File: src/rtl/msrv32_defines.sv
// msrv32_defines: shared size codes, LSU state encoding and bus width for the load/store unit.
package msrv32_defines;
    localparam int BUS_W = 32;
    localparam logic [1:0] SZ_BYTE = 2'b00;
    localparam logic [1:0] SZ_HALF = 2'b01;
    localparam logic [1:0] SZ_WORD = 2'b10;
    typedef enum logic [1:0] {
        ST_IDLE = 2'b00,
        ST_BUSY = 2'b01,
        ST_RESP = 2'b10
    } lsu_state_e;
endpackage

File: src/rtl/msrv32_lsu_align.sv
// msrv32_lsu_align: store lane replication/byte mask, load lane extraction/extension, misalignment check.
module msrv32_lsu_align
    import msrv32_defines::*;
(
    input  logic [1:0]       i_st_size,
    input  logic [1:0]       i_st_off,
    input  logic [BUS_W-1:0] i_rs2,
    output logic [BUS_W-1:0] o_wr_data,
    output logic [3:0]       o_mask,
    output logic             o_misaligned,
    input  logic [1:0]       i_ld_size,
    input  logic [1:0]       i_ld_off,
    input  logic             i_ld_uns,
    input  logic [BUS_W-1:0] i_rd_data,
    output logic [BUS_W-1:0] o_ld_data
);
    logic [7:0]  w_b;
    logic [15:0] w_h;
    assign o_wr_data = (i_st_size == SZ_BYTE) ? {4{i_rs2[7:0]}} :
                       (i_st_size == SZ_HALF) ? {2{i_rs2[15:0]}} : i_rs2;
    assign o_mask    = (i_st_size == SZ_BYTE) ? 4'b0001 << i_st_off :
                       (i_st_size == SZ_HALF) ? 4'b0011 << {i_st_off[1], 1'b0} : 4'b1111;
    // Size 2'b11 shares the word rule, hence the test on bit 1 alone.
    assign o_misaligned = ((i_st_size == SZ_HALF) & i_st_off[0]) | (i_st_size[1] & (i_st_off != 2'b00));
    assign w_b = i_rd_data[{i_ld_off, 3'b000} +: 8];
    assign w_h = i_ld_off[1] ? i_rd_data[31:16] : i_rd_data[15:0];
    assign o_ld_data = (i_ld_size == SZ_BYTE) ? {{24{~i_ld_uns & w_b[7]}}, w_b} :
                       (i_ld_size == SZ_HALF) ? {{16{~i_ld_uns & w_h[15]}}, w_h} : i_rd_data;
endmodule

File: src/rtl/msrv32_lsu.sv
// msrv32_lsu: stage-3 load/store unit; drives the data bus with req/ack, stalls the pipeline,
// returns extended load data and flags misalignment and bus timeouts.
module msrv32_lsu
    import msrv32_defines::*;
#(
    parameter int TIMEOUT_CYCLES = 16,
    parameter int ADDR_W         = BUS_W
) (
    input  logic              clk_in,
    input  logic              reset_in,
    input  logic              mem_rd_req_in,
    input  logic              mem_wr_req_in,
    input  logic [31:0]       iadder_out_reg_in,
    input  logic [31:0]       rs2_reg_in,
    input  logic [1:0]        load_size_reg_in,
    input  logic              load_unsigned_reg_in,
    output logic [ADDR_W-1:0] dbus_addr_out,
    output logic [31:0]       dbus_wr_data_out,
    output logic [3:0]        dbus_wr_mask_out,
    output logic              dbus_rd_req_out,
    output logic              dbus_wr_req_out,
    input  logic              dbus_ack_in,
    input  logic [31:0]       dbus_rd_data_in,
    output logic              lsu_stall_out,
    output logic [31:0]       load_data_out,
    output logic              load_valid_out,
    output logic              misaligned_out,
    output logic              bus_error_out
);
    localparam int CW = $clog2(TIMEOUT_CYCLES + 1) + 1;
    lsu_state_e    r_state, w_next;
    logic [CW-1:0] r_cnt;
    logic [1:0]    r_off, r_size;
    logic          r_uns;
    logic          w_req, w_mis, w_start, w_timeout, w_done;
    logic [31:0]   w_wr_data, w_ld_data;
    logic [3:0]    w_mask;

    msrv32_lsu_align u_align (
        .i_st_size    (load_size_reg_in),
        .i_st_off     (iadder_out_reg_in[1:0]),
        .i_rs2        (rs2_reg_in),
        .o_wr_data    (w_wr_data),
        .o_mask       (w_mask),
        .o_misaligned (w_mis),
        .i_ld_size    (r_size),
        .i_ld_off     (r_off),
        .i_ld_uns     (r_uns),
        .i_rd_data    (dbus_rd_data_in),
        .o_ld_data    (w_ld_data)
    );

    // Gating with reset keeps stall low while reset is held even if the request inputs are still up.
    assign w_req          = mem_rd_req_in | mem_wr_req_in;
    assign w_start        = ~reset_in & (r_state == ST_IDLE) & w_req & ~w_mis;
    assign misaligned_out = ~reset_in & (r_state == ST_IDLE) & w_req & w_mis;
    assign lsu_stall_out  = w_start | (r_state == ST_BUSY);
    assign w_timeout      = (TIMEOUT_CYCLES != 0) && (r_cnt == CW'(TIMEOUT_CYCLES - 1));
    assign w_done         = (r_state == ST_BUSY) & (dbus_ack_in | w_timeout);

    always_comb begin
        w_next = (r_state == ST_IDLE) ? (w_start ? ST_BUSY : ST_IDLE) :
                 (r_state == ST_BUSY) ? (w_done ? ST_RESP : ST_BUSY) : ST_IDLE;
    end

    always_ff @(posedge clk_in or posedge reset_in) begin
        if (reset_in) r_state <= ST_IDLE;
        else          r_state <= w_next;
    end

    always_ff @(posedge clk_in or posedge reset_in) begin
        if (reset_in) begin
            r_cnt            <= '0;
            r_off            <= 2'b00;
            r_size           <= 2'b00;
            r_uns            <= 1'b0;
            dbus_addr_out    <= '0;
            dbus_wr_data_out <= '0;
            dbus_wr_mask_out <= 4'b0000;
            dbus_rd_req_out  <= 1'b0;
            dbus_wr_req_out  <= 1'b0;
            load_data_out    <= '0;
            load_valid_out   <= 1'b0;
            bus_error_out    <= 1'b0;
        end else begin
            r_cnt          <= r_cnt + CW'(1);
            load_valid_out <= 1'b0;
            bus_error_out  <= 1'b0;
            if (w_start) begin
                r_cnt            <= '0;
                r_off            <= iadder_out_reg_in[1:0];
                r_size           <= load_size_reg_in;
                r_uns            <= load_unsigned_reg_in;
                dbus_addr_out    <= {iadder_out_reg_in[ADDR_W-1:2], 2'b00};
                dbus_wr_data_out <= w_wr_data;
                dbus_wr_mask_out <= w_mask;
                dbus_rd_req_out  <= ~mem_wr_req_in;
                dbus_wr_req_out  <= mem_wr_req_in;
            end
            if (w_done) begin
                dbus_rd_req_out <= 1'b0;
                dbus_wr_req_out <= 1'b0;
                bus_error_out   <= ~dbus_ack_in;
                if (dbus_ack_in & dbus_rd_req_out) begin
                    load_data_out  <= w_ld_data;
                    load_valid_out <= 1'b1;
                end
            end
        end
    end
endmodule

File: config.mk
export PLATFORM = sky130hd
export DESIGN_NAME = msrv32_lsu
export DESIGN_NICKNAME = d
export VERILOG_FILES = /design/src/rtl/msrv32_defines.sv /design/src/rtl/msrv32_lsu_align.sv /design/src/rtl/msrv32_lsu.sv
export SDC_FILE = /design/constraint.sdc
export NUM_CORES = 1
export LEC_CHECK = 0
export ABC_AREA = 1
export CAP_MARGIN = 15
export CORE_ASPECT_RATIO = 0.7
export CORE_MARGIN = 2
export CORE_UTILIZATION = 45
export CTS_BUF_LIST = sky130_fd_sc_hd__clkbuf_16
export CTS_CLUSTER_DIAMETER = 100
export CTS_CLUSTER_SIZE = 24
export DETAILED_ROUTE_END_ITERATION = 7
export HOLD_SLACK_MARGIN = 0.05
export MAX_ROUTING_LAYER = met4
export PLACE_DENSITY = 0.85
export SLEW_MARGIN = 30
export SYNTH_ARGS = -nofsm -noshare
export SYNTH_HDL_FRONTEND = slang
export SYNTH_SLANG_ARGS = --single-unit
File: constraint.sdc
create_clock -name clk_in -period 7 [get_ports clk_in]
set_input_delay 1.4 -clock clk_in [delete_from_list [all_inputs] [get_ports clk_in]]
set_output_delay 1.4 -clock clk_in [all_outputs]
set_load 0.005 [all_outputs]
==> flow_metrics.tcl, run 1 <==
set metrics [dict create \
    status "finished, final reports clean" \
    antenna_found_initial 0 \
    cts_sinks 115 \
    drt.antenna.violating_nets 0 \
    cpMaxStageDelayCell "clkdlybuf4s50_1" \
    ir_drop_v 0.000223 \
    reg2reg_to "dbus_wr_data_out[20]" \
    portBuffers 207 \
    rr_startpoint "r_state[0]" \
    ys_types 29 \
    dr.first_iter.drc_count 507 \
    place.gp.congestion 0.931 \
    grt_pass1_wl_um 27800 \
    path_buf_inv 3 \
    cts_hold_buffers 0 \
    nFillCells 1012 \
    ctsRootBufferMaster "clkbuf_16" \
    max_freq_ghz 0.207 \
    core_area_um2 12400 \
    crit_top_cell "clkdlybuf4s50_1" \
    syn_inst 781 \
    cp-endpoint "lsu_stall_out" \
    ys_ff_latch 115 \
    via_per_inst 5.01 \
    dieArea_um2 13600 \
    place.detailed.hpwl_um 11500 \
    num_vias 5745 \
    path_clk_slew_ps 50 \
    clk_latency_ps 410 \
    crit_type "input pin to primary output" \
    final_nets 1078 \
    cts_tree "done" \
    ff2ff_path_depth 8 \
    worstPathRequired_ps 5600 \
    drive_gt1_share_pct 4.77 \
    cts_setup_buffers 0 \
    htreeDepth 4 \
    synth_most_common_cell "nand2_1" \
    track_usage_pct 26.5 \
    ios 210 \
    die_y_um 98.2 \
    leakagePower_nw 4.25 \
    synth_top_area_share_pct 50.4 \
    skew_ps 9.20 \
    worst_slew_pin_slew_ps 866 \
    area_delta_synth_final_pct 46.4 \
    overflow 0 \
    synth_edf_count 0 \
    ys_async_sr_fraction_pct 100 \
    cp-end-kind "primary output" \
    grt_start_max_net_pins 84 \
    drv_slew 0 \
    drtPass1Iterations 5 \
    relSlewSlack_pct 42.3 \
    r2r_setup_slack_ps 4780 \
    grt_pass1_vias 5628 \
    period_minus_slack_ps 4820 \
    ys.warnings.count 0 \
    synth_ff_type "dfrtp_1" \
    path_depth 7 \
    avgSynthCellArea_um2 7.30 \
    wirelength_um 17100 \
    rsz0062_at_grt "false" \
    clk_path_buf_depth 2 \
    wl_per_cell_um 14.9 \
    fp-row-count 34 \
    ys_seq_area_share_pct 50.4 \
    start_kind "input pin" \
    maxCapViolCount 0 \
    die_w_um 139 \
    post-route-period-util_pct 68.9 \
    arrival_ps 3420 \
    fin_ws_ps 2180 \
    syn-cell-area_um2 5700 \
    start_util_pct 46.1 \
    worstSetupStartpoint "reset_in" \
    crit_chain "clkdlybuf4s50_1, inv_4, nand3_1, nor2_1, nand2_2, nand2_1, clkdlybuf4s50_1" \
    hold_viol 0 \
    finalSetupViolCount 0 \
    drc 0 \
    yosysTopAreaCell "dfrtp_1" \
    hold_path.class "flop to flop" \
    cts_made_buffers 17 \
    ys_top_cells_by_area "dfrtp_1, nand2_1, nand3_1" \
    netlist_top_cells_count "nand2_1, dfrtp_1, nand3_1, inv_1, nor2_1" \
    power_density_nw_per_um2 367 \
    setup_tns_ps 0 \
    antennaDiodeCount 0 \
    max_stage_delay_ps 500 \
    cp_max_fo 55 \
    crit_family "buffers and inverters" \
    cts_resized 0 \
    dpl_worst_slack_ps 2160 \
]
-- power breakdown --
part	switching, mW	internal (mW)	leakage, nW
logic	0.487	0.619	2.54
clock network	0.303	0.548	0.277
registers	0.195	0.913	1.44
-- worst min path at each step --
stage                           endpoint  slack (ps)  cells after the start            startpoint
floorplan                       r_cnt[0]         430                      1              r_cnt[0]
global placement                r_cnt[0]         450                      1              r_cnt[0]
detailed placement              r_cnt[0]         460                      1              r_cnt[0]
CTS                             r_cnt[0]         470                      1              r_cnt[0]
global route        dbus_wr_data_out[26]         500                      2  dbus_wr_data_out[26]
finish                          r_cnt[0]         470                      1              r_cnt[0]
-- worst register-to-register path, stage by stage, from the launching register on --
cell and delay (ps):
dfrtp_1 360, inv_1 50, nand3_1 100, nor2_1 80, nand2_2 80, buf_4 650, inv_4 480, nand2_1 230
nand2_1 80
-- routing by layer --
metal / wire length [µm] / track usage [%] / part of all wire, %
met1: 7650 / 35.4 / 45
met2: 7490 / 39.2 / 44
met3: 1630 / 7.90 / 9.5
met4: 304 / 8.08 / 1.8
met5: 0 / - / 0
-- layout by cell type (no fill, tap or decap), types with 3 or more instances in the layout --
cell             Yosys  routed
a21oi_1             14      14
nor2_1              34      34
buf_4               13       4
bufinv_16            0       3
clkdlybuf4s50_1      0     207
nand2_2              4       4
nand2_1            426     426
o21ai_0             18      18
dfrtp_1            115     115
o211ai_1             7       7
clkbuf_16            0      17
nand3_1             51      51
inv_2                5       4
clkinv_1             0       5
inv_1               50      50
-- area by class of cell --
class | instances | area [µm²] | area share [%]
tap | 162 | 203 | 2.43
inverter | 55 | 211 | 2.53
multi-input combinational | 573 | 2380 | 28.5
timing repair buffer | 211 | 2100 | 25.2
clock inverter | 14 | 146 | 1.75
clock buffer | 17 | 425 | 5.10
sequential | 115 | 2880 | 34.5
-- per-stage QoR --
step           hold slack (ps)  std cells  total power, mW  util [%]  cell area [µm²]
6_report                   466       1147             3.06      67.4             8350
5_1_grt                    500       1147             3.26      67.4             8350
4_1_cts                    469       1147             3.08      67.4             8350
3_5_place_dp               462       1116             2.21      62.8             7780
3_3_place_gp               453       1116             2.19      62.8             7770
2_1_floorplan              433        782             1.58         -             5710
-- state kept, by name, indices dropped and copies added, names as in the netlist --
register,flops
dbus_wr_data_out,32
r_size,2
load_data_out,32
r_cnt,6
dbus_addr_out,30
load_valid_out,1
dbus_wr_mask_out,4
r_uns,1
dbus_wr_req_out,1
r_off,2
r_state,2
dbus_rd_req_out,1
bus_error_out,1
-- kinds of logic (layout without fill, tap and decap cells) --
group,after synthesis,count (layout),synth area share [%]
adder cells (fa/ha/maj),1,1,0.219
XOR/XNOR,1,1,0.154
flip-flops,115,115,50.4
other,1,2,0.0657
buffers and inverters,94,297,7.94
AND/OR/NAND/NOR,524,524,36.8
AO/OA/AOI/OAI,45,45,4.41
Power figures use the tool's default switching activity.
==> run 2, diff against run 1 <==
==> constraint.sdc (replaced) <==
create_clock -name clk_in -period 4.8 [get_ports clk_in]
set_input_delay 0.96 -clock clk_in [delete_from_list [all_inputs] [get_ports clk_in]]
set_output_delay 0.96 -clock clk_in [all_outputs]
set_load 0.005 [all_outputs]
==> run 2 against run 1 <==
Die area unchanged. Sequential power up 45%. Non-clock buffer count up 1. Global-route usage up 0.26 points. Core utilization about the same. Largest cell class unchanged. Highest routed layer unchanged.
==> flow_metrics.tcl, run 2 (same netlist as run 1, synthesis figures left out) <==
set metrics [dict create \
    rr_startpoint "r_state[1]" \
    cts_made_buffers 17 \
    arrival_ps 2780 \
    area_delta_synth_final_pct 46.4 \
    fin_ws_ps 1060 \
    cp-end-kind "primary output" \
    place.detailed.hpwl_um 11800 \
    rsz0062_at_grt "false" \
    drc 0 \
    period_minus_slack_ps 3740 \
    r2r_setup_slack_ps 2610 \
    htreeDepth 4 \
    dieArea_um2 13600 \
    relSlewSlack_pct 43.4 \
    reg2reg_to "dbus_wr_data_out[14]" \
    dpl_worst_slack_ps 1060 \
    place.gp.congestion 0.908 \
    worst_hold_slack_ps 464 \
    die_y_um 98.2 \
    min_path_cells 1 \
    portBuffers 207 \
    worst_slew_pin_slew_ps 849 \
    cts_resized 0 \
    drt.antenna.violating_nets 0 \
    cts_tree "done" \
    cp_max_fo 22 \
    overflow 0 \
    drv_slew 0 \
    hold_viol 0 \
    ir_drop_v 0.000271 \
    antenna_found_initial 0 \
    maxCapViolCount 0 \
    grt_start_max_net_pins 84 \
    final_common_cell "nand2_1" \
    drtPass1Iterations 5 \
    worstPathRequired_ps 3840 \
    antennaDiodeCount 0 \
    core_area_um2 12400 \
    power_density_nw_per_um2 531 \
    cts_hold_buffers 0 \
    ctsRootBufferMaster "clkbuf_16" \
    final_nets 1079 \
    num_vias 5674 \
    wirelength_um 16900 \
    cts_setup_buffers 0 \
    skew_ps 12.9 \
    grt_pass1_vias 5515 \
    status "finished, final reports clean" \
    grt_pass1_wl_um 28100 \
    hold_path.class "flop to flop" \
    die_w_um 139 \
    ios 210 \
    leakagePower_nw 4.25 \
    drive_gt1_share_pct 5.17 \
    clk_latency_ps 410 \
    reg.largest.list "dbus_wr_data_out (32), load_data_out (32), dbus_addr_out (30)" \
    hold-path-endpoint "r_cnt[0]" \
    crit_type "input pin to primary output" \
    worstHoldStart "r_cnt[0]" \
    path_clk_slew_ps 60 \
    wl_per_cell_um 14.8 \
    start_kind "input pin" \
    start_util_pct 46.1 \
    setup_tns_ps 0 \
    track_usage_pct 26.7 \
    max_freq_ghz 0.267 \
    fp-row-count 34 \
    via_per_inst 4.94 \
    cts_sinks 115 \
    dr.first_iter.drc_count 489 \
    ff2ff_path_depth 8 \
    post-route-period-util_pct 77.9 \
    layout_common_cells "nand2_1, clkdlybuf4s50_1, dfrtp_1" \
    finalSetupViolCount 0 \
    clk_path_buf_depth 2 \
]
==> run 2: worst max path at each step <==
| stage | start | end | slack, ps | depth (start not counted) |
|---|---|---|---|---|
| final | load_size_reg_in[1] | misaligned_out | 1060 | 7 |
| after floorplan | reset_in | lsu_stall_out | 350 | 7 |
| after detailed placement | load_size_reg_in[1] | misaligned_out | 1060 | 7 |
| after CTS | load_size_reg_in[1] | misaligned_out | 1050 | 7 |
| after global placement | load_size_reg_in[1] | r_uns | 940 | 10 |
| after global routing | load_size_reg_in[1] | misaligned_out | 930 | 7 |
==> run 2: layout make-up <==
cell class,count,area (µm²)
fillers,1020,4030
flip-flops and latches,115,2880
multi-input cells,573,2380
repair buffers,212,2110
clock buffers,17,425
inverters,55,213
well taps,162,203
clock inverters,15,141
==> run 2: critical path: stages <==
cell and delay (ps):
clkdlybuf4s50_1 450, buf_4 250, inv_2 130, o21ai_1 110, nand2_1 120, nor3_1 190
clkdlybuf4s50_1 550
==> run 2: routing by layer <==
layer / vias to the layer above / global-route usage (%) / share of wire (%)
met1: 2619 / 35.6 / 45
met4: 0 / 7.22 / 1.6
met2: 255 / 39.1 / 44
li1: 2774 / - / -
met5: - / - / 0
met3: 26 / 9.47 / 9.9
==> run 2: through the flow <==
step	cell area [µm²]	instances	util (%)	power [mW]
floorplan	5710	782	-	2.30
global placement	7780	1117	62.9	3.19
detailed placement	7790	1117	62.9	3.22
CTS	8350	1149	67.5	4.46
global route	8350	1149	67.5	4.74
finish	8350	1149	67.5	4.44
==> run 2: report_power, final <==
group / internal, mW / switching [mW] / leakage [nW] / total (mW)
clock network: 0.757 / 0.458 / 0.274 / 1.22
registers: 1.33 / 0.277 / 1.44 / 1.61
logic: 0.903 / 0.712 / 2.54 / 1.62
